File: config.mk
export PLATFORM = sky130hd
export DESIGN_NAME = food_spawner
export DESIGN_NICKNAME = d
export VERILOG_FILES = /design/src/rtl/food_spawner.sv
export SDC_FILE = /design/constraint.sdc
export NUM_CORES = 1
export LEC_CHECK = 0
export CELL_PAD_IN_SITES_DETAIL_PLACEMENT = 1
export CELL_PAD_IN_SITES_GLOBAL_PLACEMENT = 1
export CORE_MARGIN = 4
export CORE_UTILIZATION = 43
export DETAILED_ROUTE_END_ITERATION = 8
export HOLD_SLACK_MARGIN = 0.03
export PLACE_DENSITY = 0.95
export SLEW_MARGIN = 20
export SYNTH_ARGS = -nofsm -noshare
export SYNTH_HDL_FRONTEND = slang
export SYNTH_SLANG_ARGS = --single-unit
export TNS_END_PERCENT = 100
File: constraint.sdc
create_clock -name clock -period 3.46 [get_ports clock]
set_input_delay 0.692 -clock clock [delete_from_list [all_inputs] [get_ports clock]]
set_output_delay 0.692 -clock clock [all_outputs]
set_load 0.02 [all_outputs]
File: src/rtl/food_spawner.sv
// Food placement sequencer: samples random words as grid candidates, checks them
// against the occupancy table, and falls back to a wrap-around scan after MAX_TRIES misses.
module food_spawner #(
  parameter int GRID_W    = 32,
  parameter int GRID_H    = 24,
  parameter int MAX_TRIES = 8,
  localparam int X_BITS   = $clog2(GRID_W),
  localparam int Y_BITS   = $clog2(GRID_H)
) (
  input  logic              clock,
  input  logic              reset_n,
  input  logic              spawn_req,
  input  logic [31:0]       random_number,
  output logic              query_valid,
  output logic [X_BITS-1:0] query_x,
  output logic [Y_BITS-1:0] query_y,
  input  logic              query_occupied,
  output logic [X_BITS-1:0] food_x,
  output logic [Y_BITS-1:0] food_y,
  output logic              food_valid,
  output logic              busy,
  output logic              done,
  output logic              fail
);

  localparam int CELLS  = GRID_W * GRID_H;
  localparam int T_BITS = $clog2(MAX_TRIES + 1);
  localparam int S_BITS = $clog2(CELLS + 1);
  localparam logic [X_BITS:0] GRID_W_L = (X_BITS + 1)'(GRID_W);
  localparam logic [Y_BITS:0] GRID_H_L = (Y_BITS + 1)'(GRID_H);

  typedef enum logic [3:0] {
    S_IDLE, S_SAMPLE, S_CHECK, S_CHECK_WAIT, S_SCAN_INIT,
    S_SCAN_Q, S_SCAN_C, S_DONE, S_FAIL
  } state_t;

  state_t state, state_d;
  logic [T_BITS-1:0] tries, tries_d, tries_inc;
  logic [S_BITS-1:0] scan_cnt, scan_cnt_d, scan_inc;
  logic              have_cand, have_cand_d;
  logic [X_BITS-1:0] cand_x, cand_x_d, query_x_d, food_x_d, cx;
  logic [Y_BITS-1:0] cand_y, cand_y_d, query_y_d, food_y_d, cy;
  logic              query_valid_d, food_valid_d, busy_d, done_d, fail_d;
  logic              in_range, tries_hit, scan_full;
  logic [X_BITS+Y_BITS-1:0] cand_next, query_next;
  logic              unused_rand_bits;

  // Row-major successor with wrap; packed as {y, x}.
  function automatic logic [X_BITS+Y_BITS-1:0] next_cell(input logic [X_BITS-1:0] x,
                                                         input logic [Y_BITS-1:0] y);
    logic [X_BITS-1:0] nx;
    logic [Y_BITS-1:0] ny;
    if (x == X_BITS'(GRID_W - 1)) begin
      nx = '0;
      ny = (y == Y_BITS'(GRID_H - 1)) ? '0 : y + 1'b1;
    end else begin
      nx = x + 1'b1;
      ny = y;
    end
    return {ny, nx};
  endfunction

  assign cx               = random_number[X_BITS-1:0];
  assign cy               = random_number[16 +: Y_BITS];
  assign unused_rand_bits = ^random_number;
  assign in_range         = ({1'b0, cx} < GRID_W_L) && ({1'b0, cy} < GRID_H_L);
  assign tries_inc        = tries + 1'b1;
  assign tries_hit        = (tries_inc == T_BITS'(MAX_TRIES));
  assign scan_inc         = scan_cnt + 1'b1;
  assign scan_full        = (scan_inc == S_BITS'(CELLS));
  assign cand_next        = next_cell(cand_x, cand_y);
  assign query_next       = next_cell(query_x, query_y);

  always_comb begin
    state_d       = state;
    tries_d       = tries;
    scan_cnt_d    = scan_cnt;
    have_cand_d   = have_cand;
    cand_x_d      = cand_x;
    cand_y_d      = cand_y;
    query_valid_d = 1'b0;
    query_x_d     = query_x;
    query_y_d     = query_y;
    food_x_d      = food_x;
    food_y_d      = food_y;
    food_valid_d  = food_valid;
    busy_d        = busy;
    done_d        = 1'b0;
    fail_d        = 1'b0;
    unique case (state)
      S_IDLE: begin
        // busy drops only after the done/fail pulse cycle has been seen.
        busy_d = 1'b0;
        if (spawn_req) begin
          busy_d       = 1'b1;
          food_valid_d = 1'b0;
          tries_d      = '0;
          have_cand_d  = 1'b0;
          state_d      = S_SAMPLE;
        end
      end
      S_SAMPLE: begin
        if (in_range) begin
          query_x_d     = cx;
          query_y_d     = cy;
          query_valid_d = 1'b1;
          cand_x_d      = cx;
          cand_y_d      = cy;
          have_cand_d   = 1'b1;
          state_d       = S_CHECK;
        end else begin
          tries_d = tries_inc;
          state_d = tries_hit ? S_SCAN_INIT : S_SAMPLE;
        end
      end
      S_CHECK: state_d = S_CHECK_WAIT;
      S_CHECK_WAIT: begin
        if (!query_occupied) begin
          food_x_d = cand_x;
          food_y_d = cand_y;
          state_d  = S_DONE;
        end else begin
          tries_d = tries_inc;
          state_d = tries_hit ? S_SCAN_INIT : S_SAMPLE;
        end
      end
      S_SCAN_INIT: begin
        // The lookup is launched here so query_valid is high for the SCAN_Q cycle.
        {query_y_d, query_x_d} = have_cand ? cand_next : '0;
        query_valid_d          = 1'b1;
        scan_cnt_d             = '0;
        state_d                = S_SCAN_Q;
      end
      S_SCAN_Q: state_d = S_SCAN_C;
      S_SCAN_C: begin
        if (!query_occupied) begin
          food_x_d = query_x;
          food_y_d = query_y;
          state_d  = S_DONE;
        end else begin
          scan_cnt_d = scan_inc;
          if (scan_full) begin
            state_d = S_FAIL;
          end else begin
            {query_y_d, query_x_d} = query_next;
            query_valid_d          = 1'b1;
            state_d                = S_SCAN_Q;
          end
        end
      end
      S_DONE: begin
        food_valid_d = 1'b1;
        done_d       = 1'b1;
        state_d      = S_IDLE;
      end
      S_FAIL: begin
        fail_d  = 1'b1;
        state_d = S_IDLE;
      end
      default: state_d = S_IDLE;
    endcase
  end

  always_ff @(posedge clock or negedge reset_n) begin
    if (!reset_n) begin
      state       <= S_IDLE;
      tries       <= '0;
      scan_cnt    <= '0;
      have_cand   <= 1'b0;
      cand_x      <= '0;
      cand_y      <= '0;
      query_valid <= 1'b0;
      query_x     <= '0;
      query_y     <= '0;
      food_x      <= '0;
      food_y      <= '0;
      food_valid  <= 1'b0;
      busy        <= 1'b0;
      done        <= 1'b0;
      fail        <= 1'b0;
    end else begin
      state       <= state_d;
      tries       <= tries_d;
      scan_cnt    <= scan_cnt_d;
      have_cand   <= have_cand_d;
      cand_x      <= cand_x_d;
      cand_y      <= cand_y_d;
      query_valid <= query_valid_d;
      query_x     <= query_x_d;
      query_y     <= query_y_d;
      food_x      <= food_x_d;
      food_y      <= food_y_d;
      food_valid  <= food_valid_d;
      busy        <= busy_d;
      done        <= done_d;
      fail        <= fail_d;
    end
  end

endmodule

==> metrics.md, run 1 <==
| Metric | Value |
|---|---|
| Status | `complete, no violations` |
| Synth warnings | `0` |
| Final hold violation count | `0` |
| H-tree depth | `2` |
| Clock sinks | `54` |
| Core ar. | `0.00721 mm²` |
| CTS Buf Count | `5` |
| Initial antenna violation count | `0` |
| Total number of vias | `2738` |
| Crit path time final | `2.57 ns` |
| WS Path Type | `reg -> reg` |
| CTS Root Cell | `clkbuf_8` |
| First-pass GRT wire length | `14.4 mm` |
| Worst Path Arrival | `2.78 ns` |
| IO Pins | `61` |
| Crit path buffers/inverters | `0` |
| Cts repair resizes | `0` |
| Syn Nets | `385` |
| Vias per cell | `5.80` |
| Postcts setup bufs | `0` |
| Tot GR Track Use | `0.206` |
| Die Y | `94.1 µm` |
| Post-synth EDFFs | `0` |
| Element type at the critical path end | `flop` |
| Tcrit/Tclk final | `0.744` |
| Nets | `418` |
| Yosys reg bits | `54` |
| Crit path max fanout | `17` |
| Slew HR | `0.515` |
| GRT overflow | `0` |
| TritonCTS clock tree | `yes` |
| DR WL/cell | `18.5 µm` |
| Fin Setup TNS | `0 ns` |
| Type of origin of the critical path | `flop` |
| Detailed Place HPWL | `6.37 mm` |
| Routability cong. | `0.802` |
| Seq/Total Area, Yosys | `0.424` |
| Clock Tree Buf Depth | `2` |
| Synth Flop Type | `dfrtp_1` |
| Netlist cell types | `59` |
| Antenna cell count | `0` |
| DRC viols | `0` |
| Max stage delay cell, worst path | `or3b_1` |
| Power per Cell Area | `880 mW/mm²` |
| RSZ-0062 raised after global routing | `false` |
| Worst stage delay on the critical path | `0.71 ns` |
| Leak | `1.51 nW` |
| CTS Hold Bufs | `0` |
| Final setup fails | `0` |
| Clock Latency Late Sink | `0.31 ns` |
| Layout cell share with drive strength beyond 1 | `0.118` |
| Final wirelength | `8.71 mm` |
| Layout overhead on the synthesized area | `16.9%` |
| Path type of the worst min-delay path | `in -> async` |
| Max-slew violations | `0` |
| Peak supply drop | `337 µV` |
| Max_cap viols | `0` |
| Mean Syn Cell Area | `9.38 µm²` |
| Final ANT Viol Nets | `0` |
| FF-to-FF setup slack | `0.89 ns` |
| Initial cell density of the core | `0.442` |
| Async S/R FF share, synth | `1.00` |
| Synthesized area | `0.00319 mm²` |
| Number of port buffers | `38` |
| Final Skew | `0.00573 ns` |
| Die width | `94.1 µm` |
| Pwr Total | `0.00328 W` |
| Pin count of the biggest net entering global routing | `32` |
| Site row count | `31` |
| Syn Inst Count | `340` |
| Vias in the first global route | `2928` |
| Initial DRC count | `94` |
| Crit-path leading delay family | `simple AND/OR/NAND/NOR gates` |
| Crit-path cells | `or3b_1, o21ai_1, o21ai_0, nor2_4, mux2_4` |
| Reg clk slew, reported paths | `0.10 ns` |
| Worst slew pin tran | `0.727 ns` |
| TritonRoute pass-1 iters | `4` |
| CP Data Required Time | `3.66 ns` |
| Die ar. | `0.00886 mm²` |
| Max Clock Freq | `388 MHz` |
[metrics by stage]
step	hold WS, ns	util	instance area [µm²]	std cells	setup WS, ns
4_1_cts	0.456	0.516	3730	472	0.891
5_1_grt	0.471	0.516	3730	472	0.750
6_report	0.432	0.516	3730	472	0.886
2_1_floorplan	0.396	-	3190	340	1.21
3_3_place_gp	0.460	0.505	3650	465	0.782
3_5_place_dp	0.474	0.505	3650	465	0.767
[state kept, by name (all words and copies together) (netlist names)]
signal	count
scan_cnt	10
cand_x	5
cand_y	5
food_x	5
food_y	5
query_x	5
query_y	5
state	4
tries	4
busy	1
done	1
fail	1
food_valid	1
have_cand	1
query_valid	1
[cells in the final DEF (no fill, tap or decap), drive strengths merged, types with 2 or more instances in the layout]
cell type,netlist,layout
a2111oi,2,2
and2,2,2
a221oi,4,4
inv,4,4
and3,6,6
nor3b,3,3
buf,9,7
mux2i,10,10
o41ai,3,3
o221ai,3,3
nand3b,2,2
nor2,34,34
mux2,18,18
a31oi,3,3
nor3,4,4
o21ai,43,43
nand2,43,43
a21oi,15,15
dfrtp,54,54
xor2,6,6
o211ai,2,2
or2,2,2
clkbuf,9,6
nand2b,5,5
clkdlybuf4s50,0,37
ha,9,9
nor2b,2,2
nand3,12,12
nand4,6,6
xnor2,4,4
o31ai,3,3
o21ba,2,2
a211oi,2,2
or3,4,4
[routing by layer]
layer | global-route usage | up-vias | wire, µm
met2 | 0.376 | 62 | 4550
met3 | 0.0313 | 11 | 309
met5 | 0 | - | 0
li1 | - | 1286 | -
met1 | 0.248 | 1379 | 3740
met4 | 0.0626 | 0 | 118
[cell type report]
class / instances / area (µm²)
Inverter: 4 / 15.0
Clock inverter: 1 / 7.51
Clock buffer: 6 / 72.6
Tap cell: 99 / 124
Fill cell: 847 / 3490
Multi-Input combinational cell: 264 / 1740
Timing Repair Buffer: 44 / 420
Sequential cell: 54 / 1350
[cells in the mapped netlist (3+ instances only)]
cell type   n  share of area
nand4_1     5         0.0098
and3_1      6          0.012
mux2_2      9          0.032
ha_1        9          0.035
a31oi_1     3         0.0059
nand2b_1    5         0.0098
nand2_1    43          0.051
mux2_4      9          0.042
inv_1       3         0.0035
a21oi_1    13          0.020
o21ai_0    40          0.063
a221oi_1    4          0.011
dfrtp_1    54           0.42
o21ai_1     3         0.0047
nand3_1    11          0.017
nor3_1      4         0.0063
o31ai_1     3         0.0071
xnor2_1     4          0.011
buf_2       6         0.0094
nor2_1     32          0.038
mux2i_1    10          0.031
or3_1       4         0.0078
clkbuf_1    9          0.011
xor2_1      6          0.016
o41ai_1     3         0.0082
[cells by family (layout without fill, tap and decap cells)]
family	count (synthesis)	after routing	share of synthesized area
xor+xnor	10	10	0.0275
mux	28	28	0.106
compound gates	89	89	0.177
fa+ha+maj	9	9	0.0353
buf+inv	22	55	0.0318
flops	54	54	0.424
simple gates	128	128	0.199
[worst paths after layout]
check | start | end | cells past startpoint
max | state[0] | query_y[3] | 5
min | reset_n | cand_x[2] | 1
max reg2reg | state[0] | query_y[3] | 5
min reg2reg | food_y[0] | food_y[0] | 2
max in group asynchronous | reset_n | query_x[2] | 2
min in group clock | food_y[0] | food_y[0] | 2
[power by group]
part / switching (W) / leakage [nW] / internal (W)
Sequential: 0.000372 / 0.677 / 0.000885
Clock: 0.000209 / 0.0373 / 0.000140
Combinational: 0.000867 / 0.792 / 0.000809
Power figures use the tool's default switching activity.
==> run 2: changes to the inputs <==
--- a/config.mk
+++ b/config.mk
@@ -8,10 +8,10 @@
 export CELL_PAD_IN_SITES_DETAIL_PLACEMENT = 1
 export CELL_PAD_IN_SITES_GLOBAL_PLACEMENT = 1
 export CORE_MARGIN = 4
-export CORE_UTILIZATION = 43
+export CORE_UTILIZATION = 40
 export DETAILED_ROUTE_END_ITERATION = 8
 export HOLD_SLACK_MARGIN = 0.03
-export PLACE_DENSITY = 0.95
+export PLACE_DENSITY = 0.92
 export SLEW_MARGIN = 20
 export SYNTH_ARGS = -nofsm -noshare
 export SYNTH_HDL_FRONTEND = slang
==> constraint.sdc (replaced) <==
create_clock -name clock -period 2.5 [get_ports clock]
set_input_delay 0.5 -clock clock [delete_from_list [all_inputs] [get_ports clock]]
set_output_delay 0.5 -clock clock [all_outputs]
set_load 0.02 [all_outputs]
==> metrics.md, run 2 (synthesis gave the netlist of run 1 again) <==
| Metric | Value |
|---|---|
| Max Clock Freq | `428 MHz (+10%)` |
| Final hold violation count | `0 (unchanged)` |
| Die ar. | `0.00946 mm² (+6.9%)` |
| IO Pins | `61 (unchanged)` |
| Placed cell count | `479 (+3.0%)` |
| CTS Root Cell | `clkbuf_8` |
| DRC viols | `0 (unchanged)` |
| Clock Tree Buf Depth | `2 (unchanged)` |
| Cts repair resizes | `0 (unchanged)` |
| Number of port buffers | `38 (unchanged)` |
| Initial antenna violation count | `0 (unchanged)` |
| Final ANT Viol Nets | `0 (unchanged)` |
| Fillers | `893 (+5.4%)` |
| Leak | `1.56 nW (+3.4%)` |
| Vias in the first global route | `2915 (-0.44%)` |
| Worst slew pin tran | `0.535 ns (-0.192 ns)` |
| CTS Buf Count | `5 (unchanged)` |
| Max-slew violations | `0 (unchanged)` |
| Die width | `97.3 µm (+3.4%)` |
| Peak supply drop | `499 µV (+48%)` |
| Vias per cell | `5.66 (-2.5%)` |
| Most frequent cells in the layout | `dfrtp_1, nand2_1, o21ai_0` |
| Pin count of the biggest net entering global routing | `24 (-25%)` |
| Reg with most FFs | `scan_cnt` |
| Initial cell density of the core | `0.413 (-0.0293)` |
| Final wirelength | `8.67 mm (-0.48%)` |
| FF-to-FF setup slack | `0.17 ns (-0.72 ns)` |
| First-pass GRT wire length | `14.7 mm (+1.9%)` |
| Core ar. | `0.00773 mm² (+7.1%)` |
| Worst Path Arrival | `2.54 ns (-0.24 ns)` |
| Die Y | `97.3 µm (+3.4%)` |
| Initial DRC count | `92 (-2.1%)` |
| Routability cong. | `0.794 (-1.0%)` |
| Max reg flops | `10 (unchanged)` |
| DR top layer | `met4` |
| Met2 wire len | `4.42 mm (-2.7%)` |
| Final instance count without filler cells | `486 (+3.0%)` |
| Postcts setup bufs | `0 (unchanged)` |
| Final Util | `0.494 (-0.0228)` |
| Final setup fails | `0 (unchanged)` |
| Status | `complete, no violations` |
| Site row count | `32 (+3.2%)` |
| Reg-to-reg critical path endpoint | `query_y[3]` |
| R2R Path Start | `cand_x[0]` |
| Clock Latency Late Sink | `0.31 ns (about the same)` |
| Slew HR | `0.644 (+0.128)` |
| Max_cap viols | `0 (unchanged)` |
| Crit path max fanout | `5 (-12)` |
| H-tree depth | `2 (unchanged)` |
| Type of origin of the critical path | `flop` |
| Layout cell share with drive strength beyond 1 | `0.146 (+0.0279)` |
| Fin Setup TNS | `0 ns (unchanged)` |
| RSZ-0062 raised after global routing | `false` |
| GRT overflow | `0 (unchanged)` |
| CP Data Required Time | `2.70 ns (-0.96 ns)` |
| Tot GR Track Use | `0.188 (-0.0184)` |
| Total number of vias | `2749 (+0.40%)` |
| TritonRoute pass-1 iters | `5 (+1)` |
| Element type at the critical path end | `flop` |
| Met1 wire length | `3.87 mm (+3.4%)` |
| Layout overhead on the synthesized area | `19.7%` |
| Commonest non-fill, non-tap cell in the layout | `dfrtp_1` |
| CTS Hold Bufs | `0 (unchanged)` |
| Final Skew | `0.0100 ns (+0.00432 ns)` |
| Nets | `429 (+2.6%)` |
| Worst-case reg-to-reg path depth | `9 (+4)` |
| Reg clk slew, reported paths | `0.10 ns (about the same)` |
| Tcrit/Tclk final | `0.934 (+0.190)` |
| Antenna cell count | `0 (unchanged)` |
| DR WL/cell | `17.8 µm (-3.3%)` |
| Path type of the worst min-delay path | `in -> async` |
| Power per Cell Area | `1220 mW/mm² (+38%)` |
| Clock sinks | `54 (unchanged)` |
| WS Path Type | `reg -> reg` |
| Crit path time final | `2.33 ns (-0.240 ns)` |
| Met3 WL | `259 µm (-16%)` |
| TritonCTS clock tree | `yes` |
| Detailed Place HPWL | `6.50 mm (+2.1%)` |
-- run 2: layer usage --
layer	vias to the layer above	track usage
li1	1316	-
met1	1369	0.237
met2	52	0.336
met3	12	0.0237
met4	0	0.0575
met5	-	0
-- run 2: worst max-delay path by stage --
| stage | cells after the start | slack [ns] | end | startpoint |
|---|---|---|---|---|
| 2_1_floorplan | 9 | 0.25 | query_x[0] | scan_cnt[0] |
| 3_3_place_gp | 7 | 0.13 | query_y[0] | random_number[19] |
| 3_5_place_dp | 7 | 0.02 | query_y[4] | random_number[19] |
| 4_1_cts | 7 | 0.09 | query_y[4] | scan_cnt[0] |
| 5_1_grt | 9 | 0.001 | query_y[3] | cand_x[0] |
| 6_report | 9 | 0.17 | query_y[3] | cand_x[0] |
-- run 2: final cells by class --
type                    count  area [µm²]  share of cell area
multi-input cells         264        1740               0.456
flip-flops and latches     54        1350               0.354
repair buffers             55         503               0.132
well taps                 102         128              0.0335
clock buffers               6        72.6              0.0190
inverters                   4        15.0             0.00394
clock inverters             1        7.51             0.00197
-- run 2: metrics by stage --
stage / power, W / instance area, µm² / hold slack (ns) / setup WS (ns)
2_1_floorplan: 0.00320 / 3190 / 0.204 / 0.248
3_3_place_gp: 0.00399 / 3730 / 0.462 / 0.132
3_5_place_dp: 0.00417 / 3730 / 0.471 / 0.0193
4_1_cts: 0.00468 / 3810 / 0.169 / 0.0940
5_1_grt: 0.00499 / 3810 / 0.188 / 0.000969
6_report: 0.00465 / 3810 / 0.156 / 0.166
-- run 2: power breakdown --
part / switching (W) / internal [W]
Sequential: 0.000406 / 0.00123
Clock: 0.000289 / 0.000193
Combinational: 0.00133 / 0.00121
-- run 2: critical path, cell delays in order (launching register included) --
cell and delay, ns:
dfrtp_1 0.44, ha_1 0.21, and3_1 0.16, ha_1 0.18, nand3_1 0.12, o311ai_0 0.46, nor2_1 0.11, a21oi_1 0.16
o21ai_0 0.11, mux2_4 0.26
==> run 3: changes to the inputs <==
--- a/config.mk
+++ b/config.mk
@@ -10,7 +10,6 @@
 export CORE_MARGIN = 4
 export CORE_UTILIZATION = 40
 export DETAILED_ROUTE_END_ITERATION = 8
-export HOLD_SLACK_MARGIN = 0.03
 export PLACE_DENSITY = 0.92
 export SLEW_MARGIN = 20
 export SYNTH_ARGS = -nofsm -noshare
==> results of run 3 <==
The final DEF is identical to that of run 2; final timing and power are the same.
